### config.mk
export PLATFORM = sky130hd
export DESIGN_NAME = syn_branch_check
export DESIGN_NICKNAME = d
export VERILOG_FILES = /design/src/rtl/syn_branch_check_pkg.sv /design/src/rtl/syn_bru_perf.sv /design/src/rtl/syn_branch_check.sv
export SDC_FILE = /design/constraint.sdc
export NUM_CORES = 1
export LEC_CHECK = 0
export BUFFER_PORTS_ARGS = -buffer_cell sky130_fd_sc_hd__buf_4
export CORE_AREA = 4 4 133 135
export CTS_CLUSTER_DIAMETER = 40
export DETAILED_ROUTE_END_ITERATION = 10
export DIE_AREA = 0 0 137 139
export PLACE_DENSITY = 0.71
export SLEW_MARGIN = 10
export SYNTH_ARGS = -nofsm -noshare
export SYNTH_HDL_FRONTEND = slang
export SYNTH_SLANG_ARGS = --single-unit
### constraint.sdc
create_clock -name clk -period 4.5 [get_ports clk]
set_clock_uncertainty 0.1 [all_clocks]
set_input_delay 0.45 -clock clk [delete_from_list [all_inputs] [get_ports clk]]
set_output_delay 0.45 -clock clk [all_outputs]
set_load 0.03 [all_outputs]
### src/rtl/syn_branch_check_pkg.sv
// ============================================================================
// Module      : syn_branch_check_pkg
// Description : Shared types and constants for the EX-stage branch checker.
//               Supplies the IM_ADDR_BIT address-width fallback.
// Revision    : 1.0 - initial release
// ============================================================================
`default_nettype none

`ifndef IM_ADDR_BIT
`define IM_ADDR_BIT 32
`endif

package syn_branch_check_pkg;

    localparam int c_SHADOW_CNT_W = 3;

    typedef enum logic [0:0] {
        CHECK       = 1'b0,
        SHADOW_WAIT = 1'b1
    } bru_state_e;

endpackage

`default_nettype wire

### src/rtl/syn_bru_perf.sv
// ============================================================================
// Module      : syn_bru_perf
// Description : Saturating resolution / mispredict event counters.
// Revision    : 1.0 - initial release
// ============================================================================
`default_nettype none

module syn_bru_perf (
    input  logic        clk,
    input  logic        rst,
    input  logic        inc_br,
    input  logic        inc_mis,
    output logic [31:0] br_cnt,
    output logic [31:0] mis_cnt
);

    logic [31:0] r_br_cnt;
    logic [31:0] r_mis_cnt;

    always_ff @(posedge clk or posedge rst) begin
        if (rst) begin
            r_br_cnt  <= '0;
            r_mis_cnt <= '0;
        end else begin
            if (inc_br && (r_br_cnt != '1)) begin
                r_br_cnt <= r_br_cnt + 32'd1;
            end
            if (inc_mis && (r_mis_cnt != '1)) begin
                r_mis_cnt <= r_mis_cnt + 32'd1;
            end
        end
    end

    assign br_cnt  = r_br_cnt;
    assign mis_cnt = r_mis_cnt;

endmodule

`default_nettype wire

### src/rtl/syn_branch_check.sv
// ============================================================================
// Module      : syn_branch_check
// Description : Resolves EX-stage branches against the fetched next-PC,
//               issues registered redirect/flush and shadows wrong-path slots.
//               Optional perf counters enabled by defining BRU_PERF_CNT_EN.
// Revision    : 1.0 - initial release
// ============================================================================
`default_nettype none

`ifndef IM_ADDR_BIT
`define IM_ADDR_BIT 32
`endif

module syn_branch_check
    import syn_branch_check_pkg::*;
#(
    parameter int ADDR_W = `IM_ADDR_BIT,
    parameter int SHADOW = 2
) (
    input  logic              clk,
    input  logic              rst,
    input  logic              en,
    input  logic              stall,
    input  logic              ex_valid,
    input  logic              ex_isbj,
    input  logic              ex_taken,
    input  logic [ADDR_W-1:0] ex_pc,
    input  logic [ADDR_W-1:0] ex_target,
    input  logic [ADDR_W-1:0] ex_pred,
    output logic              isbj,
    output logic              keep_pc,
    output logic              gone,
    output logic [ADDR_W-1:0] g_addr,
    output logic [ADDR_W-1:0] s_addr,
    output logic [ADDR_W-1:0] pc_before_g,
    output logic              flush
`ifdef BRU_PERF_CNT_EN
    ,
    output logic [31:0]       br_cnt,
    output logic [31:0]       mis_cnt
`endif
);

    localparam logic [c_SHADOW_CNT_W-1:0] c_SHADOW_LOAD = c_SHADOW_CNT_W'(SHADOW);

    bru_state_e                r_state;
    bru_state_e                w_state_nxt;
    logic [c_SHADOW_CNT_W-1:0] r_shadow_cnt;
    logic [c_SHADOW_CNT_W-1:0] w_shadow_cnt_nxt;

    logic              w_step;
    logic              w_resolve;
    logic              w_mispredict;
    logic [ADDR_W-1:0] w_seq_pc;
    logic [ADDR_W-1:0] w_actual;

    always_ff @(posedge clk or posedge rst) begin
        if (rst) begin
            r_state      <= CHECK;
            r_shadow_cnt <= '0;
        end else begin
            r_state      <= w_state_nxt;
            r_shadow_cnt <= w_shadow_cnt_nxt;
        end
    end

    always_comb begin
        w_step           = en & ~stall;
        w_seq_pc         = ex_pc + ADDR_W'(1);
        w_actual         = ex_taken ? ex_target : w_seq_pc;
        w_resolve        = ex_valid & ex_isbj & w_step & (r_state == CHECK);
        w_mispredict     = w_resolve & (w_actual != ex_pred);
        w_state_nxt      = r_state;
        w_shadow_cnt_nxt = r_shadow_cnt;
        case (r_state)
            CHECK: begin
                if (w_mispredict) begin
                    w_state_nxt      = SHADOW_WAIT;
                    w_shadow_cnt_nxt = c_SHADOW_LOAD;
                end
            end
            SHADOW_WAIT: begin
                // Stalled slots do not retire a wrong-path instruction, so they don't count.
                if (w_step) begin
                    w_shadow_cnt_nxt = r_shadow_cnt - 1'b1;
                    if (r_shadow_cnt <= 1) begin
                        w_shadow_cnt_nxt = '0;
                        w_state_nxt      = CHECK;
                    end
                end
            end
            default: begin
                w_state_nxt      = CHECK;
                w_shadow_cnt_nxt = '0;
            end
        endcase
    end

    always_ff @(posedge clk or posedge rst) begin
        if (rst) begin
            isbj        <= 1'b0;
            keep_pc     <= 1'b1;
            flush       <= 1'b0;
            gone        <= 1'b0;
            g_addr      <= '0;
            s_addr      <= '0;
            pc_before_g <= '0;
        end else if (en) begin
            isbj    <= w_resolve;
            flush   <= w_mispredict;
            keep_pc <= ~w_mispredict;
            // Redirect addresses and direction hold between resolutions.
            if (w_resolve) begin
                gone        <= ex_taken;
                g_addr      <= ex_target;
                s_addr      <= w_seq_pc;
                pc_before_g <= ex_pc;
            end
        end
    end

`ifdef BRU_PERF_CNT_EN
    syn_bru_perf u_perf (
        .clk     (clk),
        .rst     (rst),
        .inc_br  (w_resolve),
        .inc_mis (w_mispredict),
        .br_cnt  (br_cnt),
        .mis_cnt (mis_cnt)
    );
`endif

endmodule

`default_nettype wire

==> run metrics, run 1 <==
Placed Cells=roughly 960; DR pass1 iterations=4; vias in the first global route=5344; Power Density=~610 nW/um^2; Total GRT Usage=0.204; critical path data arrival time=about 3300 ps; Setup TNS=0 ps; CP Cell Sequence=buf_4 > ha_1 > and3_1 > nand3_1 > nor4_1 > nand3_1 > a221oi_1 > a21oi_1 > o21ai_2 > o311ai_0; Syn Nets=675; unrepaired setup endpoints after global routing=no; Mapped Avg Cell Area=10.4 sq um; via count=5164; Top-Level Pins=203; Hold Path Cell Cnt=2; status=finished, final reports clean; hold_sp=en; Post-route DRC=0; CP max-delay cell=nor4_1; flop2flop setup slack=about 2500 ps; DR iter-0 viols=330; CP max FO=10; chip height=between 100 and 150 um; Rows=47; FFs w/ async S/R, synth=1.00; post-route ant nets=0; layout cell share with drive strength beyond 1=0.407; Required @ worst endpoint=between 4000 and 5000 ps; wire length per cell=19.8 um; clk_lat worst skew=around 360 ps; die width=approximately 140 um; Yosys warning total=0; final period utilization=0.705; crit path kind=primary input to register; Final setup viols=0; Top FF cell, synth=dfrtp_1; clock tree buffer depth=2; n_diodes=0; Yosys top cell by area=dfrtp_1; Slew @ Worst Pin=between 800 and 900 ps; largest stage delay on the critical path=approximately 600 ps; largest net degree at the start of global routing=67; max-cap viol count=0; Initial Util=0.358; Cells after Synth=569; core area=roughly 16000 sq um; crit end category=register; initial antenna violation count=0; DR vias/cell=approximately 5.3; Post-Syn Area=around 6000 sq um; final count of pins violating max slew=0; CP startpoint kind=primary input; Die Area=around 19000 sq um; nets=860; leakage=3.47 nW; worst r2r src=r_state$_DFF_PP0_; Buffers on Ports=202; post-route insts no fill=~980; number of flops mapped to enable cells by yosys=0; Hold WC Path Type=primary input to register; largest cells by area after synthesis=dfrtp_1 (44%), mux2_2 (13%), xnor2_1 (6.2%); most frequent cell on the critical path=nand3_1; total gr overflow=0; clock sink count=~100; fmax=around 320 MHz; global-route wire length before repair=roughly 30 mm; synthesis-stage register bit count=roughly 100; Placer Congestion=~0.91; Clk pin slew, worst setup/hold paths=~70 ps; Area growth, synth to finish=34.5%; Num CTS Buffers=9; CTS tree=done; Final Hold Fails=0; dpl hpwl=15.3 mm; drt total wl=approximately 19 mm; htree depth=3; fill cell count=around 1600; Reg-to-Reg End=s_addr[18]$_DFFE_PP0P_; Max transition margin=0.454; fin crit period=about 3200 ps; Root Buffer=clkbuf_16; post-synth top area share=0.438; Endpoint, Worst Hold=flush$_DFFE_PP0P_; reg2reg path depth=4; register area share after synthesis=0.442; maximum VDD drop=approximately 0.32 mV; synth unique cells=64
## critical path, delay by kind of cell
kind / cells / cell delay (ps)
AOI/OAI and AO/OA: 4 / 900
adders and majority gates: 1 / 210
buffers and inverters: 1 / 130
and+or+nand+nor: 4 / 1600
## logic make-up (layout without fill, tap and decap cells)
family | count (synthesis) | after routing | share of synthesized area
flip-flops | 104 | 104 | 0.442
XOR/XNOR | 74 | 74 | 0.118
AND/OR/NAND/NOR | 166 | 166 | 0.149
buffers and inverters | 54 | 244 | 0.0370
multiplexers | 72 | 72 | 0.137
AO/OA/AOI/OAI | 96 | 96 | 0.111
adder cells (fa/ha/maj) | 3 | 3 | 0.00637
## area by class of cell
cell class	count	area, sq um	area share
Clock inverter	5	78.8	0.00995
Tap cell	220	275	0.0347
Sequential cell	104	2600	0.329
Multi-Input combinational cell	411	3070	0.388
Clock buffer	11	253	0.0319
Timing Repair Buffer	207	1560	0.196
Inverter	21	81.3	0.0103
## power breakdown
part           leakage (nW)  switching [mW]  total, mW  internal [mW]
clock network         0.165           0.356      0.873          0.517
registers              1.23           0.245       1.62           1.37
logic                  2.08            1.41       2.37          0.960
total                  3.47            2.01       4.86           2.85
## cells in the final DEF (no fill, tap or decap), types with 8 or more instances in the layout
cell / n
and4_1: 8
nor4_1: 10
nand3_1: 12
buf_4: 206
nand4_1: 11
nor3_1: 14
clkbuf_16: 9
xnor2_1: 42
inv_1: 20
mux2_2: 69
dfrtp_1: 103
xor2_1: 29
o21ai_0: 9
nor2_1: 46
a21oi_1: 35
nand2_1: 29
## layer usage
metal | vias up | GRT usage | part of all wire
li1 | 2408 | - | -
met1 | 2478 | 0.274 | 0.43
met2 | 240 | 0.314 | 0.46
met3 | 38 | 0.0548 | 0.082
met4 | 0 | 0.0756 | 0.031
met5 | - | 0 | 0
## sequential cells by signal (all words and copies together) (netlist names)
signal,flops
flush,1
g_addr,32
gone,1
isbj,1
keep_pc,1
pc_before_g,32
r_shadow_cnt,3
r_state,1
s_addr,32
## cells in the mapped netlist, drive strengths merged, types with 4 or more instances
cell / instances
dfrtp: 103
mux2: 69
nor2: 46
xnor2: 42
a21oi: 35
nand2: 29
xor2: 29
clkbuf: 27
inv: 21
nor3: 15
nand3: 12
nand4: 12
nor4: 10
o21ai: 10
and4: 8
a31oi: 6
and3: 6
buf: 6
nor2b: 6
nand2b: 5
or4: 5
o21a: 4
o31ai: 4
## repair_timing
item,4_1_cts,5_1_grt
hold buffers,1,0
gates resized for setup,0,0
endpoints found under the hold margin,2,0
buffers inserted,0,0
## metrics by stage
step | area, sq um | power (mW) | hold slack [ps] | utilization | setup WS (ps)
after floorplan | 5890 | 3.02 | 378 | - | 1220
after detailed placement | 7580 | 4.02 | 217 | 0.460 | 999
after CTS | 7920 | 4.91 | 214 | 0.481 | 1340
after global placement | 7580 | 3.97 | 215 | 0.460 | 1020
after global routing | 7920 | 5.12 | 227 | 0.481 | 1060
final | 7920 | 4.86 | 221 | 0.481 | 1330
## worst max-delay path by stage
| stage | endpoint | slack (ps) | cells after the start | from |
|---|---|---|---|---|
| 2_1_floorplan | flush$_DFFE_PP0P_ | 1220 | 1 | rst |
| 4_1_cts | r_shadow_cnt[1]$_DFFE_PP0P_ | 1340 | 10 | ex_pc[0] |
| 3_5_place_dp | r_shadow_cnt[1]$_DFFE_PP0P_ | 1000 | 10 | ex_pc[0] |
| 6_report | r_shadow_cnt[1]$_DFFE_PP0P_ | 1330 | 10 | ex_pc[0] |
| 3_3_place_gp | r_shadow_cnt[1]$_DFFE_PP0P_ | 1020 | 10 | ex_pc[0] |
| 5_1_grt | r_shadow_cnt[1]$_DFFE_PP0P_ | 1060 | 10 | ex_pc[0] |
No activity file was read; power rests on OpenSTA's default activity.
==> run 2: changes to the inputs <==
Settings changed: PLACE_DENSITY 0.71 to 0.73.
Clock period 4.5 ns to 2.9 ns, I/O delays scaled along.
==> run metrics, run 2 (synthesis gave the netlist of run 1 again) <==
maximum VDD drop=0.579 mV (was 0.318 mV); final core utilization=0.504 (was 0.481); worst r2r src=r_state$_DFF_PP0_ (unchanged); leakage=3.69 nW (was 3.47 nW); nets=910 (was 860); Endpoint, Worst Hold=flush$_DFFE_PP0P_ (unchanged); global-route wire length before repair=30.7 mm (was 30.0 mm); Hold WS=50.0 ps (was 221 ps); drt total wl=20.0 mm (was 19.4 mm); final period utilization=0.913; Largest delay share family, worst path=simple AND/OR/NAND/NOR gates (unchanged); crit path kind=primary input to register (unchanged); Placed Cells=1012 (was 962); Total GRT Usage=0.211 (was 0.204); most common cell after layout, fill and taps aside=buf_4 (unchanged); wire length per cell=19.4 um (was 19.8 um); Final WS setup=254 ps (was 1330 ps); DR iter-0 viols=288 (was 330); Hold WC Path Type=primary input to register (unchanged); most frequent cells in the layout=buf_4 (253), dfrtp_1 (103), mux2_2 (69) (was buf_4 (206), dfrtp_1 (103), mux2_2 (69)); Reg-to-Reg End=pc_before_g[1]$_DFFE_PP0P_ (was s_addr[18]$_DFFE_PP0P_); final count of pins violating max slew=0 (unchanged); Place WS=-164 ps (was 999 ps); layout cell share with drive strength beyond 1=0.441 (was 0.407); Slew @ Worst Pin=734 ps (was 808 ps); vias in the first global route=5400 (was 5344); Hold Path Cell Cnt=2 (unchanged); Die Area=19000 sq um (unchanged); CP max-delay cell=or4_4 (was nor4_1); reg2reg path depth=4 (unchanged); setup bufs post-CTS=0 (unchanged); status=finished, final reports clean (unchanged); Max transition margin=0.510 (was 0.454); Final Hold Fails=0 (unchanged); Num CTS Buffers=9 (unchanged); Root Buffer=clkbuf_16 (unchanged); critical path data arrival time=2770 ps (was 3290 ps); clock tree buffer depth=2 (unchanged); total gr overflow=0 (unchanged); Post-route DRC=0 (unchanged); max-cap viol count=0 (unchanged); initial antenna violation count=0 (unchanged); Power Density=897 nW/um^2 (was 613 nW/um^2); CP Cell Sequence=buf_4 > nand4_4 > or3_1 > or4_4 > a221oi_2 > o22ai_1 > nor4_1 > nand4_1 > o21ai_2 > o311ai_1 (was buf_4 > ha_1 > and3_1 > nand3_1 > nor4_1 > nand3_1 > a221oi_1 > a21oi_1 > o21ai_2 > o311ai_0); Placer Congestion=0.910 (was 0.905); core area=16500 sq um (unchanged); Buffers on Ports=202 (unchanged); dpl hpwl=16.0 mm (was 15.3 mm); CP max FO=6 (was 10); flop2flop setup slack=1020 ps (was 2470 ps); die width=137 um (unchanged); biggest regs=g_addr x32, pc_before_g x32, s_addr x32 (unchanged); clk_lat worst skew=350 ps (was 360 ps); hold_sp=en (unchanged); chip height=139 um (unchanged); post-route ant nets=0 (unchanged); largest net degree at the start of global routing=63 (was 67); fin crit period=~2600 ps; htree depth=3 (unchanged); Setup TNS=0 ps (unchanged); fmax=378 MHz; CP startpoint kind=primary input (unchanged); via count=5274 (was 5164); clock sink count=104 (unchanged); Area growth, synth to finish=41.0% (was 34.5%); Clk pin slew, worst setup/hold paths=70 ps (about the same); post-route insts no fill=1029 (was 979); Required @ worst endpoint=3020 ps (was 4610 ps); largest stage delay on the critical path=550 ps (was 600 ps); unrepaired setup endpoints after global routing=no (unchanged); DR pass1 iterations=6 (was 4); Rows=47 (unchanged); CTS tree=done (unchanged); crit path buf inv count=1 (unchanged); DR vias/cell=5.13 (was 5.27); crit end category=register (unchanged); Final setup viols=0 (unchanged); Initial Util=0.358 (unchanged); Top-Level Pins=203 (unchanged); n_diodes=0 (unchanged)
-- run 2: how the worst max path moves through the flow --
stage | depth (start not counted) | to | slack (ps) | startpoint
final | 10 | r_shadow_cnt[1]$_DFFE_PP0P_ | 250 | ex_pc[10]
after global routing | 10 | r_shadow_cnt[1]$_DFFE_PP0P_ | 10 | ex_pc[10]
after CTS | 13 | r_shadow_cnt[1]$_DFFE_PP0P_ | 210 | ex_pc[0]
after detailed placement | 13 | r_shadow_cnt[1]$_DFFE_PP0P_ | -160 | ex_pc[0]
after global placement | 13 | r_shadow_cnt[1]$_DFFE_PP0P_ | -100 | ex_pc[0]
after floorplan | 11 | r_shadow_cnt[1]$_DFFE_PP0P_ | 20 | ex_pc[9]
-- run 2: worst register-to-register path: stages, from the launching register on --
cell and delay, ps:
dfrtp_1 410, nor3_2 250, buf_12 270, buf_4 350, mux2_2 390
-- run 2: routing by layer --
layer | global-route usage | share of wire | vias up
li1 | - | - | 2508
met5 | 0 | 0 | -
met1 | 0.289 | 0.44 | 2557
met3 | 0.0410 | 0.070 | 22
met4 | 0.0709 | 0.019 | 0
met2 | 0.333 | 0.47 | 187
-- run 2: through the flow --
stage | power (mW) | instance area, sq um
2_1_floorplan | 4.69 | 5900
3_3_place_gp | 6.20 | 7990
3_5_place_dp | 6.26 | 7990
4_1_cts | 7.52 | 8300
5_1_grt | 7.83 | 8300
6_report | 7.45 | 8300
-- run 2: power breakdown --
part	switching [mW]	total, mW	internal [mW]	leakage (nW)
Clock	0.548	1.24	0.694	0.140
Sequential	0.377	2.51	2.13	1.23
Combinational	2.18	3.70	1.52	2.32
-- run 2: final cells by class --
| class | count | area, sq um |
|---|---|---|
| timing repair buffer | 257 | 1970 |
| fill | 1562 | 8160 |
| tap | 220 | 275 |
| clock inverter | 3 | 42.5 |
| inverter | 21 | 82.6 |
| multi-input combinational | 411 | 3080 |
| clock buffer | 13 | 250 |
| sequential | 104 | 2600 |
-- run 2: what timing repair did --
item / 4_1_cts / 5_1_grt
resized for setup: 0 / 2
endpoints found under the setup margin: 0 / 4
hold buffers: 1 / 0
hold endpoints to repair: 31 / 0
